==> src/rtl/acc_register_ctrl.sv <==
// acc_register_ctrl: accumulation register and controller placed downstream of
// the signed adder. Captures the adder sum on each accepted term, feeds the
// running value back through acc_out, counts num_terms accepted terms and
// presents the final sum on a valid/ready output port.
//
// Build option: define ACC_SATURATE_EN to clamp the accumulator on overflow;
// when undefined, overflowing sums wrap (two's complement). The sticky ovf
// flag behaves identically in both builds.
module acc_register_ctrl #(
  parameter int IN_WIDTH  = 17,
  parameter int ACC_WIDTH = 16,
  parameter int CNT_WIDTH = 8
) (
  input  logic                        clk,
  input  logic                        rst,
  input  logic                        start,
  input  logic [CNT_WIDTH-1:0]        num_terms,
  input  logic                        in_valid,
  output logic                        in_ready,
  input  logic signed [IN_WIDTH-1:0]  in_data,
  output logic signed [ACC_WIDTH-1:0] acc_out,
  output logic                        out_valid,
  input  logic                        out_ready,
  output logic signed [ACC_WIDTH-1:0] out_data,
  output logic                        ovf,
  output logic                        busy
);

  typedef enum logic [1:0] {
    IDLE  = 2'd0,
    ACCUM = 2'd1,
    DONE  = 2'd2
  } state_e;

  // Bits that must all match for in_data to fit in ACC_WIDTH signed bits.
  localparam int TOP_W = IN_WIDTH - ACC_WIDTH + 1;

  localparam logic signed [ACC_WIDTH-1:0] ACC_MAX = {1'b0, {(ACC_WIDTH-1){1'b1}}};
  localparam logic signed [ACC_WIDTH-1:0] ACC_MIN = {1'b1, {(ACC_WIDTH-1){1'b0}}};

  state_e                      state_q;
  logic [CNT_WIDTH-1:0]        remaining_q;
  logic signed [ACC_WIDTH-1:0] acc_q;
  logic                        ovf_q;
  logic                        in_ready_q;
  logic                        out_valid_q;
  logic                        busy_q;

  logic [TOP_W-1:0]            top_bits;
  logic                        in_ovf;
  logic signed [ACC_WIDTH-1:0] acc_d;

  assign top_bits = in_data[IN_WIDTH-1:ACC_WIDTH-1];

  // Narrow the adder sum to accumulator width and flag sums that do not fit.
  always_comb begin
    // NOTE: every always_comb output gets a default first so no path leaves
    // it unassigned, which would otherwise infer a latch.
    in_ovf = !((&top_bits) || !(|top_bits));
    acc_d  = in_data[ACC_WIDTH-1:0];
`ifdef ACC_SATURATE_EN
    if (in_ovf) begin
      acc_d = in_data[IN_WIDTH-1] ? ACC_MIN : ACC_MAX;
    end
`else
    // Overflow keeps the wrapped low bits already selected above.
`endif
  end

  // Control FSM, term counter, accumulator and registered handshake outputs.
  always_ff @(posedge clk) begin
    // NOTE: sequential state uses non-blocking assignments so every register
    // samples pre-edge values; reset is synchronous and wins over everything.
    if (rst) begin
      state_q     <= IDLE;
      remaining_q <= '0;
      acc_q       <= '0;
      ovf_q       <= 1'b0;
      in_ready_q  <= 1'b0;
      out_valid_q <= 1'b0;
      busy_q      <= 1'b0;
    end else begin
      unique case (state_q)
        IDLE: begin
          if (start) begin
            remaining_q <= num_terms;
            acc_q       <= '0;
            ovf_q       <= 1'b0;
            busy_q      <= 1'b1;
            if (num_terms != '0) begin
              state_q    <= ACCUM;
              in_ready_q <= 1'b1;
            end else begin
              // Zero terms: result of 0, out_valid raised one cycle later.
              state_q    <= DONE;
            end
          end
        end
        ACCUM: begin
          if (in_valid) begin
            acc_q       <= acc_d;
            remaining_q <= remaining_q - CNT_WIDTH'(1);
            if (in_ovf) begin
              ovf_q <= 1'b1;
            end
            if (remaining_q == CNT_WIDTH'(1)) begin
              state_q     <= DONE;
              in_ready_q  <= 1'b0;
              out_valid_q <= 1'b1;
            end
          end
        end
        DONE: begin
          if (out_valid_q && out_ready) begin
            state_q     <= IDLE;
            out_valid_q <= 1'b0;
            busy_q      <= 1'b0;
          end else begin
            out_valid_q <= 1'b1;
          end
        end
        default: begin
          state_q <= IDLE;
        end
      endcase
    end
  end

  assign in_ready  = in_ready_q;
  assign out_valid = out_valid_q;
  assign acc_out   = acc_q;
  assign out_data  = acc_q;
  assign ovf       = ovf_q;
  assign busy      = busy_q;

endmodule

==> config.mk <==
export PLATFORM = sky130hd
export DESIGN_NAME = acc_register_ctrl
export DESIGN_NICKNAME = d
export VERILOG_FILES = /design/src/rtl/acc_register_ctrl.sv
export SDC_FILE = /design/constraint.sdc
export NUM_CORES = 1
export LEC_CHECK = 0
export ABC_AREA = 1
export CAP_MARGIN = 20
export CELL_PAD_IN_SITES_DETAIL_PLACEMENT = 2
export CELL_PAD_IN_SITES_GLOBAL_PLACEMENT = 2
export CORE_UTILIZATION = 25
export CTS_BUF_LIST = sky130_fd_sc_hd__clkbuf_2
export DETAILED_ROUTE_END_ITERATION = 7
export HOLD_SLACK_MARGIN = 0.05
export PLACE_DENSITY = 0.89
export SLEW_MARGIN = 20
export SYNTH_ARGS = -nofsm -noshare
export SYNTH_HDL_FRONTEND = slang
export SYNTH_SLANG_ARGS = --single-unit
export TNS_END_PERCENT = 5
==> constraint.sdc <==
create_clock -name clk -period 3.05 [get_ports clk]
set_input_delay 0.4575 -clock clk [delete_from_list [all_inputs] [get_ports clk]]
set_output_delay 0.4575 -clock clk [all_outputs]
set_load 0.05 [all_outputs]
==> run_results.csv <==
group,metric,value,unit
floorplanning,start_util,0.2572,
layout,drive_above_1_share,0.08487,
synthesis,synth_enable_flop_cells,0,
global_route,grt_overflow_total,0,
pwr,p_per_area,808.7,nW/um^2
place,gp_congestion,0.7712,
pwr,switchingPower,0.9228,mW
global_route,grt_max_degree,26,
timing,final-setup-viol-count,0,
timing,fin_crit,2.099,ns
synthesis,syn_nets,254,
layout,final_cells,348,
clocking,cts.hold.buffers_added,0,
drt,wl_per_cell,14.81,microns
drt,ant_nets,0,
floorplanning,die-width,82.60,microns
setup_path,path_delay_family,"buffers and inverters",
drt,vias,1660,
layout,seq_area,600.6,sq um
global_route,antenna_found_initial,0,
setup_path,critPathLaunch,"acc_out[5]",
clocking,clock_path_buffers,2,
drt,drc_errors,0,
synthesis,ys_async_sr_fraction,0,
synthesis,ys_seq_elements,30,
setup_path,timing.rr.start,"state_q[0]",
setup_path,critPathBufInv,1,
clocking,clk_pin_slew,0.16,ns
setup_path,cpMaxStageDelayCell,"clkdlybuf4s50_1",
clocking,cts_resized,0,
floorplanning,rows,29,
floorplanning,die_h,82.60,microns
synthesis,syn_area,1624,sq um
clocking,htree_levels,2,
min_path,hp-start,"in_ready",
setup_path,path_cells,"clkdlybuf4s50_1",
timing,drv_slew,0,
pwr,p_sw_frac,0.5156,
global_route,grt_pass1_wl,8252,microns
layout,nNetsFinal,302,
timing,fmax,476.4,MHz
clocking,postCtsSetupBuffers,0,
clocking,clock_sinks,30,
layout,mostFrequentLayoutCell,"clkdlybuf4s50_1",
pwr,power.share.clock,0.112,
drt,first_pass_iters,4,
drt,vias_per_cell,4.770,
setup_path,crit_arrival,1.64,ns
floorplanning,core_area,6314,sq um
layout,antenna-diode-count,0,
global_route,track_usage,0.1624,
pwr,leakage,0.8755,nW
synthesis,yosysUniqueCellTypes,29,
synthesis,yosysTopAreaCellShare,0.3698,
setup_path,max_stage_delay,0.83,ns
min_path,hold_path_class,"reg -> reg",
synthesis,yosysSeqAreaShare,0.3698,
flow_run,max_cap_viol_count,0,
place,hpwl,3969,microns
synthesis,syn_area_per_cell,7.316,sq um
clocking,clk_latency,0.37,ns
clocking,numCtsBuffers,5,
place,post-place-cells,340,
timing,final_hold_viol_count,0,
clocking,cts_tree,"done",
setup_path,required,2.59,ns
clocking,clock-root-buffer,"clkbuf_2",
timing,finalSetupTns,0,ns
pwr,p_comb_frac,0.578,
synthesis,synthTopCellsByArea,"dfxtp_1, a21oi_1, buf_4, o21ai_0, nand2_1",
drt,drt_iter0_markers,57,
timing,slew_headroom,0.5551,
timing,min_period_over_period,0.6882,
floorplanning,io_pins,66,
layout,fillCellCount,774,
pwr,vdd_drop_max,299.4,uV
synthesis,synth_flop_cell,"dfxtp_1",
synthesis,yosys_warnings,0,
place,port_buffers,65,
global_route,grt_pass1_vias,1745,
timing,rsz0062_at_grt,"false",
pwr,pwr-share-seq,0.310,
drt,routed_wl,5153,microns
layout,multi_input_area,740.7,sq um
setup_path,cp-start-kind,"flip-flop",
floorplanning,die_area,6823,sq um
setup_path,critPathKind,"reg -> out",
setup_path,end_kind,"output port",
timing,tightest_slew,0.6666,ns
timing,skew,0.007630,ns
setup_path,cp_max_fo,3,
status,outcome,"finished clean",
layout,layout_common_cells,"clkdlybuf4s50_1, dfxtp_1, a21oi_1, nand2_1, nor2_1",
synthesis,synth_area_leader_cell,"dfxtp_1",
synthesis,syn_inst,222,
pwr,power.internal,0.8671,mW
layout,area_growth,36.29,%
==> state kept, by name, summed over array words and instances (netlist names) <==
| name | flops |
|---|---|
| in_ready | 1 |
| busy | 1 |
| ovf | 1 |
| state_q | 2 |
| acc_out | 16 |
| out_valid | 1 |
| remaining_q | 8 |
==> area by class of cell <==
type                            count  share of cell area
Tap cell                           77             0.04353
Timing Repair Buffer               66              0.2973
Clock inverter                      2            0.003957
Clock buffer                        6             0.01357
Inverter                           19             0.03561
Sequential cell                    30              0.2713
Multi-Input combinational cell    148              0.3347
==> worst paths after layout <==
kind / endpoint / slack, ns / cells after the start
worst min register to register: in_ready / 0.47 / 2
worst min-delay path: in_ready / 0.47 / 2
worst max-delay path: out_data[5] / 0.95 / 1
worst max register to register: remaining_q[0] / 1.32 / 7
==> power groups by stage <==
| stage | Clock, mW | Combinational (mW) | Sequential, mW |
|---|---|---|---|
| finish | 0.200 | 1.03 | 0.555 |
| global route | 0.221 | 1.13 | 0.571 |
| CTS | 0.205 | 1.05 | 0.558 |
| detailed placement | 0 | 1.05 | 0.566 |
| global placement | 0 | 1.01 | 0.560 |
| floorplan | 0 | 0.627 | 0.731 |
==> kinds of logic (layout without fill, tap and decap cells) <==
kind of cell	after synthesis	count (layout)	synth area share
and+or+nand+nor	78	78	0.2188
AOI/OAI and AO/OA	67	67	0.2165
buffers and inverters	44	93	0.1741
DFF	30	30	0.3698
adders and majority gates	2	2	0.01541
xor gates and xnor gates	1	1	0.005394
==> Yosys cell counts, types with 2 or more instances <==
master and n:
o21ai_1 9, nand2_2 4, o21ai_0 23, nor3_1 2
a21oi_1 29, ha_1 2, a21oi_2 2, inv_1 16
a31oi_1 2, dfxtp_1 30, clkbuf_1 2, nor2_1 27
buf_4 16, nand3_1 11, buf_6 5, nand2_1 29
==> worst min-delay path: stages (launching register included) <==
cell     delay, ns
dfxtp_1       0.34
inv_1         0.05
a21oi_1       0.05
==> through the flow <==
stage | hold slack (ns) | cell area, sq um | total power [mW] | worst slack [ns] | util
after floorplan | 0.4668 | 1624 | 1.358 | 1.662 | -
after CTS | 0.4733 | 2213 | 1.813 | 0.9341 | 0.3506
after global routing | 0.4966 | 2213 | 1.918 | 0.8493 | 0.3506
after detailed placement | 0.4497 | 2175 | 1.612 | 0.9647 | 0.3444
final | 0.4667 | 2213 | 1.790 | 0.9510 | 0.3506
after global placement | 0.4364 | 2175 | 1.575 | 1.080 | 0.3444
==> per-layer routing <==
metal | vias up | wire length (microns) | global-route usage
met4 | 0 | 57 | 0.04655
met3 | 6 | 241 | 0.03516
li1 | 808 | - | -
met5 | - | 0 | 0
met2 | 43 | 2648 | 0.3008
met1 | 803 | 2207 | 0.1853
No activity file was read; power rests on OpenSTA's default activity.
